## src/rtl/ledger_mem_pkg.sv

```systemverilog
// Shared types and default sizing for the ledger memory responder.
package ledger_mem_pkg;
  typedef enum logic [1:0] {IDLE, RD_WAIT, WR_WAIT} state_e;

  localparam int DEF_DATA_W    = 48;
  localparam int DEF_ADDR_W    = 3;
  localparam int DEF_READ_LAT  = 7;
  localparam int DEF_WRITE_LAT = 7;

  function automatic int lat_max(input int a, input int b);
    return (a > b) ? a : b;
  endfunction
endpackage

```

## src/rtl/ledger_mem_responder_lat_counter.sv

```systemverilog
// Access-latency counter: cleared on accept, counts while enabled, flags terminal count.
module lat_counter #(
  parameter int CNT_W = 3
) (
  input  logic             clock,
  input  logic             resetn,
  input  logic             clr_i,
  input  logic             en_i,
  input  logic [CNT_W-1:0] term_i,
  output logic             tc_o
);
  logic [CNT_W-1:0] cnt_q;

  always_ff @(posedge clock) begin
    if (!resetn)    cnt_q <= '0;
    else if (clr_i) cnt_q <= '0;
    else if (en_i)  cnt_q <= cnt_q + 1'b1;
  end

  assign tc_o = en_i && (cnt_q == term_i);
endmodule

```

## src/rtl/ledger_mem_responder.sv

```systemverilog
// Ledger memory responder: edge-triggered read/write with fixed access latency and a 1-deep read slot.
// Optional LEDGER_MEM_PARITY_EN adds a stored even-parity bit and a parity_err pulse on reads.
module ledger_mem_responder
  import ledger_mem_pkg::*;
#(
  parameter int DATA_W    = DEF_DATA_W,
  parameter int ADDR_W    = DEF_ADDR_W,
  parameter int READ_LAT  = DEF_READ_LAT,
  parameter int WRITE_LAT = DEF_WRITE_LAT
) (
  input  logic              clock,
  input  logic              resetn,
  input  logic              write_enable,
  input  logic              load_registers,
  input  logic              access_type,
  input  logic [ADDR_W-1:0] addr,
  input  logic [DATA_W-1:0] data_in,
  output logic [DATA_W-1:0] mem_out,
  output logic              rd_valid,
  output logic              wr_ack,
  output logic              busy,
  output logic              overrun
`ifdef LEDGER_MEM_PARITY_EN
  , output logic            parity_err
`endif
);
  localparam int AW    = ADDR_W + 1;
  localparam int DEPTH = 2 ** AW;
  localparam int CNT_W = $clog2(lat_max(READ_LAT, WRITE_LAT) + 1);
  localparam logic [CNT_W-1:0] WR_TERM = CNT_W'(WRITE_LAT - 1);
  localparam logic [CNT_W-1:0] RD_TERM = CNT_W'(READ_LAT - 1);
`ifdef LEDGER_MEM_PARITY_EN
  localparam int MW = DATA_W + 1;
`else
  localparam int MW = DATA_W;
`endif

  logic [MW-1:0]     mem_q [DEPTH];
  state_e            state_q, state_d;
  logic              we_prev_q, ld_prev_q;
  logic [AW-1:0]     waddr_q, waddr_d, raddr_q, raddr_d, pend_addr_q, pend_addr_d;
  logic [DATA_W-1:0] wdata_q, wdata_d, mem_out_q;
  logic              pend_q, pend_d, overrun_q, overrun_d;
  logic              rd_valid_q, wr_ack_q;
  logic              wr_edge, rd_edge, cnt_clr, tc, commit, rd_fire;
  logic [AW-1:0]     eff_addr;
  logic [MW-1:0]     wword;

  assign wr_edge  = write_enable & ~we_prev_q;
  assign rd_edge  = load_registers & ~ld_prev_q;
  assign eff_addr = {access_type, addr};
  assign busy     = (state_q != IDLE);

  lat_counter #(.CNT_W(CNT_W)) u_cnt (
    .clock  (clock),
    .resetn (resetn),
    .clr_i  (cnt_clr),
    .en_i   (busy),
    .term_i ((state_q == WR_WAIT) ? WR_TERM : RD_TERM),
    .tc_o   (tc)
  );

  always_comb begin
    state_d     = state_q;
    waddr_d     = waddr_q;
    wdata_d     = wdata_q;
    raddr_d     = raddr_q;
    pend_d      = pend_q;
    pend_addr_d = pend_addr_q;
    overrun_d   = overrun_q;
    cnt_clr     = 1'b0;
    commit      = 1'b0;
    rd_fire     = 1'b0;
    case (state_q)
      IDLE: begin
        if (wr_edge) begin
          state_d = WR_WAIT;
          waddr_d = eff_addr;
          wdata_d = data_in;
          cnt_clr = 1'b1;
          // Simultaneous read is parked and served right after the commit.
          if (rd_edge) begin
            pend_d      = 1'b1;
            pend_addr_d = eff_addr;
          end
        end else if (rd_edge) begin
          state_d = RD_WAIT;
          raddr_d = eff_addr;
          cnt_clr = 1'b1;
        end
      end
      RD_WAIT, WR_WAIT: begin
        if (wr_edge) overrun_d = 1'b1;
        if (tc) begin
          commit  = (state_q == WR_WAIT);
          rd_fire = (state_q == RD_WAIT);
          state_d = IDLE;
          if (pend_q) begin
            state_d = RD_WAIT;
            raddr_d = pend_addr_q;
            pend_d  = 1'b0;
            cnt_clr = 1'b1;
            if (rd_edge) overrun_d = 1'b1;
          end else if (rd_edge) begin
            // A read arriving on the terminal cycle takes the free slot and launches at once.
            state_d = RD_WAIT;
            raddr_d = eff_addr;
            cnt_clr = 1'b1;
          end
        end else if (rd_edge) begin
          if (pend_q) overrun_d = 1'b1;
          else begin
            pend_d      = 1'b1;
            pend_addr_d = eff_addr;
          end
        end
      end
      default: state_d = IDLE;
    endcase
  end

`ifdef LEDGER_MEM_PARITY_EN
  logic parity_err_q;
  assign wword      = {^wdata_q, wdata_q};
  assign parity_err = parity_err_q;
  always_ff @(posedge clock) begin
    if (!resetn) parity_err_q <= 1'b0;
    else         parity_err_q <= rd_fire & (^mem_q[raddr_q]);
  end
`else
  assign wword = wdata_q;
`endif

  always_ff @(posedge clock) begin
    if (!resetn) begin
      state_q     <= IDLE;
      we_prev_q   <= 1'b0;
      ld_prev_q   <= 1'b0;
      waddr_q     <= '0;
      wdata_q     <= '0;
      raddr_q     <= '0;
      pend_q      <= 1'b0;
      pend_addr_q <= '0;
      overrun_q   <= 1'b0;
      mem_out_q   <= '0;
      rd_valid_q  <= 1'b0;
      wr_ack_q    <= 1'b0;
    end else begin
      state_q     <= state_d;
      we_prev_q   <= write_enable;
      ld_prev_q   <= load_registers;
      waddr_q     <= waddr_d;
      wdata_q     <= wdata_d;
      raddr_q     <= raddr_d;
      pend_q      <= pend_d;
      pend_addr_q <= pend_addr_d;
      overrun_q   <= overrun_d;
      rd_valid_q  <= rd_fire;
      wr_ack_q    <= commit;
      if (rd_fire) mem_out_q <= mem_q[raddr_q][DATA_W-1:0];
    end
  end

  // Storage is never cleared; a reset landing on the commit cycle suppresses the write.
  always_ff @(posedge clock) begin
    if (commit && resetn) mem_q[waddr_q] <= wword;
  end

  assign mem_out  = mem_out_q;
  assign rd_valid = rd_valid_q;
  assign wr_ack   = wr_ack_q;
  assign overrun  = overrun_q;
endmodule
```

## config.mk

```make
export PLATFORM = sky130hd
export DESIGN_NAME = ledger_mem_responder
export DESIGN_NICKNAME = d
export VERILOG_FILES = /design/src/rtl/ledger_mem_pkg.sv /design/src/rtl/ledger_mem_responder_lat_counter.sv /design/src/rtl/ledger_mem_responder.sv
export SDC_FILE = /design/constraint.sdc
export NUM_CORES = 1
export LEC_CHECK = 0
export BUFFER_PORTS_ARGS = -buffer_cell sky130_fd_sc_hd__buf_2
export CELL_PAD_IN_SITES_DETAIL_PLACEMENT = 0
export CELL_PAD_IN_SITES_GLOBAL_PLACEMENT = 1
export CORE_UTILIZATION = 54
export CTS_CLUSTER_SIZE = 24
export DETAILED_ROUTE_END_ITERATION = 6
export GPL_TIMING_DRIVEN = 0
export HOLD_SLACK_MARGIN = 0.08
export MAX_ROUTING_LAYER = met4
export PLACE_DENSITY_LB_ADDON = 0.08
export SKIP_CTS_REPAIR_TIMING = 1
export SYNTH_ARGS = -nofsm -noshare
export SYNTH_HDL_FRONTEND = slang
export SYNTH_SLANG_ARGS = --single-unit
```

## constraint.sdc

```tcl
create_clock -name clock -period 6.6 [get_ports clock]
set_input_delay 0.33 -clock clock [delete_from_list [all_inputs] [get_ports clock]]
set_output_delay 0.33 -clock clock [all_outputs]
set_load 0.02 [all_outputs]
```

==> results.cfg, run 1 <==
[outcome]
outcome = finished clean

[die]
rows = 90
die_h_um = 250.3
die_area_um2 = 62640
io_pins = 108
core_area_um2 = 60580
dieWidth_um = 250.3
initial_core_util_pct = 54.94

[timing]
skew_ns = 0.01567
fin_hold_ws_ns = 0.08463
setup_tns_ns = 0
post-route-min-period_ns = 3.402
slew_violations = 0
finalSetupViolCount = 0
post-route-period-util_pct = 51.55
worstMarginPinSlew_ns = 0.9879
final.setup.worst_slack_ns = 3.198
relSlewSlack_pct = 34.14
hold_viol = 0
fmax_mhz = 293.9
rsz0062_at_grt = no

[power_and_ir_drop]
total_leakage_power_nw = 12.91
total_power_mw = 12.63
ir_worst_vdd_mv = 0.2317
power_density_nw_per_um2 = 319.7

[worst_setup_path]
reg2reg_depth = 10
path_delay_family = simple AND/OR/NAND/NOR gates
crit_required_ns = 6.93
path_buf_inv = 5
crit_arrival_ns = 3.73
startpoint_type = flop
r2r_end = mem_q[1][33]
crit_fanout = 9
crit_path_end_kind = flop
slowest_stage = nor3_2
cp.depth = 10
reg2reg_slack_ns = 3.20
slowest_delay_ns = 0.72
crit_top_cell = buf_6
cp_cell_sequence = inv_1 > ha_1 > and4b_1 > and3_1 > clkbuf_1 > nand3b_1 > nor3_2 > buf_6 > buf_6 > buf_8
worstSetupPathType = flop to flop
r2r-start = state_q[1]

[global_routing]
grt_pass1_wl_um = 113500
grt_max_degree = 23
antenna_found_initial = 3
gr-total-overflow = 0
grt_pass1_vias = 16720
grt_usage_pct = 26.23

[min_path]
min_path_type = primary input to flop
worstHoldStart = resetn
hold-path-cell-count = 2
holdPathEnd = rd_valid

[clock_network]
cts_tree = done
cts.sink_count = 887
clock_latency_ns = 0.63
cts_htree_levels = 3
cts_max_path_buffers = 3
clk_pin_slew_ns = 0.06
cts_root_buf = clkbuf_16
cts_buffers = 89

[synthesis]
ys_types = 44
ys_async_sr_fraction_pct = 0
synthTopCellsByArea = edfxtp_1, mux4_2, dfxtp_1
yosys_warnings = 0
synthTopCellsByCount = edfxtp_1, mux4_2, dfxtp_1, nand2_1, a21boi_1
synth-main-ff-cell = edfxtp_1
synth_seq_cells = 887
syn_area_um2 = 33290
synth_top_area_share_pct = 69.29
syn_nets = 1686
avgSynthCellArea_um2 = 20.50
yosys.cell_count.top_type = edfxtp_1
synth-seq-area-share_pct = 76.44
synth_enable_flop_cells = 768
syn_inst = 1624
synth_top_cell_by_area = edfxtp_1

[final_layout]
multiInputGateArea_um2 = 7488
seqCellArea_um2 = 25440
utilization_pct = 65.19
final_design_area_no_fill_um2 = 39500
syn_to_final_growth_pct = 18.66
drive_gt1_share_pct = 29.42
instances_no_fill = 2787
fill_cells = 4106
nets = 1988

[route]
drt_wl_total_um = 77810
drt_first_pass_iters = 5
initialDrtViolationCount = 1540
ant_nets = 0
via_per_inst = 6.021
via_count = 16780
drc_errors = 0
avgRoutedWirePerCell_um = 27.92

[placed_design]
post_dp_cell_area_um2 = 35790
port_buffers = 107
dpl.hpwl_um = 48590
dp_slack_ns = 3.210
dp_cells = 2563
gp_congestion = 0.7825

[flow_run]
drv_cap = 0
state kept, by name, summed over array words and instances (netlist names):
name and flops:
ld_prev_q 1, mem_out 48, mem_q 768, overrun 1, pend_addr_q 4, pend_q 1, raddr_q 4, rd_valid 1
state_q 2, u_cnt.cnt_q 3, waddr_q 4, wdata_q 48, we_prev_q 1, wr_ack 1
placed cells by master (no fill, tap or decap), types with 7 or more instances in the layout:
master         netlist  final
a22oi_1             52     52
clkbuf_1            50     67
mux2i_1             48     48
clkbuf_8             0     20
edfxtp_1           768    768
dfxtp_1            119    119
mux2_2              48     48
a21boi_1            59     59
clkinv_1             0      7
buf_2               21    128
buf_16               0      9
clkbuf_16            0     93
dlygate4sd3_1        0     54
bufinv_16            0     12
buf_6                9     28
nand2_1            109    109
buf_12               0     17
clkinv_2             0     13
o21ai_1             49     49
mux4_2             192    192
nor2_4               0     12
buf_1               10     10
worst register-to-register path, stage by stage, from the launching register on:
cell      delay, ns
dfxtp_1        0.36
inv_1          0.09
ha_1           0.29
and4b_1        0.34
and3_1         0.19
clkbuf_1       0.18
nand3b_1       0.32
nor3_2         0.72
buf_6          0.24
buf_6          0.20
buf_8          0.17
where the power goes:
part	switching, mW	total, mW	internal, mW
combinational	0.515	0.954	0.439
clock	2.06	5.33	3.27
sequential	0.141	6.34	6.20
layer usage:
layer	up-vias	wire length [µm]	share of wire [%]	GRT usage, %
met5	-	0	0	-
met4	0	1073	1.4	5.907
met3	75	4999	6.4	4.562
met2	595	37940	49	40.44
met1	8861	33790	43	37.09
li1	7250	-	-	-
area by class of cell:
cell class / instances / area share (%)
flip-flops and latches: 887 / 64.42
multi-input cells: 640 / 18.96
clock buffers: 130 / 6.751
repair buffers: 211 / 4.945
well taps: 782 / 2.477
clock inverters: 37 / 1.251
plain buffers: 92 / 1.125
inverters: 5 / 0.04752
diodes: 3 / 0.01901
kinds of logic after synthesis:
logic type | count (synthesis) | share of synthesized area (%)
flops | 887 | 76.44
mux | 288 | 16.06
compound gates | 183 | 3.721
simple gates | 161 | 2.109
buf+inv | 97 | 1.391
fa+ha+maj | 6 | 0.2255
xor+xnor | 2 | 0.05264
worst max path at each step:
stage | start | endpoint | slack [ns]
after floorplan | state_q[0] | mem_q[0][0] | 1.15
after CTS | state_q[1] | mem_q[1][32] | 3.20
final | state_q[1] | mem_q[1][33] | 3.20
after global routing | state_q[1] | mem_q[1][31] | 3.08
after global placement | state_q[0] | mem_q[0][23] | -3.31
after detailed placement | state_q[0] | mem_q[1][26] | 3.21
No activity file was read; power rests on OpenSTA's default activity.
==> run 2: changes to the inputs <==
--- a/config.mk
+++ b/config.mk
@@ -5,10 +5,11 @@
 export SDC_FILE = /design/constraint.sdc
 export NUM_CORES = 1
 export LEC_CHECK = 0
+export ABC_AREA = 1
 export BUFFER_PORTS_ARGS = -buffer_cell sky130_fd_sc_hd__buf_2
 export CELL_PAD_IN_SITES_DETAIL_PLACEMENT = 0
 export CELL_PAD_IN_SITES_GLOBAL_PLACEMENT = 1
-export CORE_UTILIZATION = 54
+export CORE_UTILIZATION = 45
 export CTS_CLUSTER_SIZE = 24
 export DETAILED_ROUTE_END_ITERATION = 6
 export GPL_TIMING_DRIVEN = 0
==> constraint.sdc (replaced) <==
create_clock -name clock -period 3 [get_ports clock]
set_input_delay 0.15 -clock clock [delete_from_list [all_inputs] [get_ports clock]]
set_output_delay 0.15 -clock clock [all_outputs]
set_load 0.02 [all_outputs]
==> run 2 against run 1 <==
The run now ends with DRC left. First-iteration DRC count grew 78%. Setup slack worse by 3.0 ns. Cell count grew 83%. Register-to-register slack lost 3.0 ns. Utilization is 11 points lower. Sequential power rose by 130%. Non-clock buffer count rose by 116. Die area up 33%. Total power increased to 2.6 times the previous value. Critical endpoint is now mem_q[9][33]. Largest power group unchanged. Highest routed layer unchanged.
==> results.cfg, run 2 <==
[outcome]
outcome = finished with violations
violations = DRC

[placed_design]
gp_congestion = 0.8603
port_buffers = 107
dpl.hpwl_um = 75490

[timing]
hold_viol = 0
relSlewSlack_pct = 8.514
skew_ns = 0.01645
fmax_mhz = 351.8
post-route-period-util_pct = 94.74
slew_violations = 0
post-route-min-period_ns = 2.842
fin_hold_ws_ns = 0.2359
worstMarginPinSlew_ns = 1.372
finalSetupViolCount = 0

[synthesis]
synthTopCellsByCount = nand2_1, edfxtp_1, nand3_1, inv_1, nor2_1
ys_types = 22
ys_async_sr_fraction_pct = 0
syn_inst = 3637
synth-seq-area-share_pct = 68.90
syn_area_um2 = 36930
synth_top_cell_by_area = edfxtp_1
synth-main-ff-cell = edfxtp_1
syn_nets = 3699
yosys.cell_count.top_type = nand2_1
synthTopCellsByArea = edfxtp_1, nand2_1, nand3_1
synth_top_area_share_pct = 62.45
synth_enable_flop_cells = 768
synth_seq_cells = 887
yosys_warnings = 0
avgSynthCellArea_um2 = 10.15

[final_layout]
syn_to_final_growth_pct = 17.61
layout_commonest_cell = nand2_1
nets = 4021
top_register = mem_q
multiInputGateArea_um2 = 8831
largest_register_ffs = 768
seqCellArea_um2 = 25440
fill_cells = 7061
utilization_pct = 53.74
drive_gt1_share_pct = 12.20
final_cell_mix = nand2_1, edfxtp_1, nand3_1

[global_routing]
antenna_found_initial = 3
gr-total-overflow = 0
grt_usage_pct = 28.60
grt_max_degree = 26
grt_pass1_wl_um = 164700
grt_pass1_vias = 24510

[clock_network]
clock_latency_ns = 0.65
cts_buffers = 94
cts_max_path_buffers = 3
cts_htree_levels = 3
cts.sink_count = 887
cts_root_buf = clkbuf_16
clk_pin_slew_ns = 0.06
cts_tree = done

[route]
initialDrtViolationCount = 2743
drt_wl_total_um = 115500
drt_first_pass_iters = 7
via_per_inst = 5.173
drc_errors = 4
avgRoutedWirePerCell_um = 22.63
via_count = 26400
ant_nets = 0

[worst_setup_path]
startpoint_type = flop
r2r-start = state_q[1]
worstSetupPathType = flop to flop
path_delay_family = simple AND/OR/NAND/NOR gates
r2r_end = mem_q[9][33]
crit_path_end_kind = flop
path_buf_inv = 5
reg2reg_slack_ns = 0.16
crit_top_cell = inv_1
slowest_delay_ns = 0.39
cp_cell_sequence = inv_1 > ha_1 > inv_1 > nor2_4 > inv_1 > nor2_2 > nand3_1 > nor2_4 > buf_12 > buf_12
crit_required_ns = 3.33
slowest_stage = dfxtp_1
reg2reg_depth = 10
crit_fanout = 23
crit_arrival_ns = 3.17

[power_and_ir_drop]
ir_worst_vdd_mv = 0.5401
power_density_nw_per_um2 = 753.5
total_leakage_power_nw = 18.43
total_power_mw = 32.72

[die]
dieWidth_um = 288.5
initial_core_util_pct = 45.70
rows = 104
core_area_um2 = 80810
io_pins = 108
die_h_um = 288.5
die_area_um2 = 83210

[min_path]
holdPathEnd = we_prev_q
min_path_type = primary input to flop
hold-path-cell-count = 4
worstHoldStart = write_enable

[flow_run]
drv_cap = 0
run 2: cell types whose count changed after synthesis, sizes merged, moves of 48 or more:
cell	delta
mux2	-48
mux4	-192
inv	+457
a21oi	+58
nand3	+530
mux2i	-48
nand2	+1230
a21boi	-60
buf	+119
a22oi	-52
nor2	+119
run 2: kinds of logic (layout without fill, tap and decap cells):
| family | count (synthesis) | count (layout) | share of synthesized area [%] |
|---|---|---|---|
| and+or+nand+nor | 2009 | 2009 | 22.28 |
| buffers and inverters | 655 | 1059 | 7.508 |
| DFF | 887 | 887 | 68.90 |
| adders and majority gates | 6 | 6 | 0.2033 |
| AOI/OAI and AO/OA | 80 | 80 | 1.108 |
| other | 0 | 2 | 0 |
run 2: metal layers:
layer | share of wire (%) | vias up | GRT usage (%)
met1 | 43 | 12750 | 39.04
li1 | - | 12450 | -
met4 | 2.9 | 0 | 8.770
met2 | 47 | 1026 | 44.53
met3 | 7.4 | 174 | 3.902
met5 | 0 | - | -
run 2: layout make-up:
type | count | share of cell area (%)
flip-flops and latches | 887 | 58.59
multi-input cells | 2095 | 20.33
clock buffers | 126 | 6.116
repair buffers | 226 | 4.587
inverters | 462 | 4.005
well taps | 1060 | 3.054
plain buffers | 193 | 2.383
clock inverters | 52 | 0.9219
diodes | 2 | 0.01152
run 2: worst min-delay path, stage by stage:
cell and delay, ns:
dlygate4sd3_1 0.51, buf_2 0.11, nand2_1 0.04, inv_1 0.04
run 2: stage by stage:
step / area, µm² / setup TNS [ns] / worst slack (ns) / cells
2_1_floorplan: 36930 / -591.47 / -0.7701 / 3637
3_3_place_gp: 38790 / -2674.52 / -4.258 / 4804
3_5_place_dp: 39550 / -8.887 / -0.3375 / 4836
4_1_cts: 42610 / -10.69 / -0.3542 / 5014
5_1_grt: 43430 / -0.1198 / -0.01126 / 5103
6_report: 43430 / 0 / 0.1578 / 5103
run 2: worst max path at each step:
stage,start,endpoint,slack (ns),cells past startpoint
6_report,state_q[1],mem_q[9][33],0.16,10
5_1_grt,state_q[1],mem_q[9][34],-0.01,10
4_1_cts,state_q[1],mem_q[13][38],-0.35,10
3_5_place_dp,state_q[1],mem_q[13][33],-0.34,10
3_3_place_gp,state_q[0],mem_q[13][33],-4.26,8
2_1_floorplan,state_q[0],mem_q[0][0],-0.77,8
run 2: report_power, final:
part	internal (mW)	total, mW	leakage [nW]	switching [mW]
clock network	6.65	11.5	1.51	4.84
logic	1.82	6.96	8.88	5.14
registers	13.8	14.3	8.04	0.472
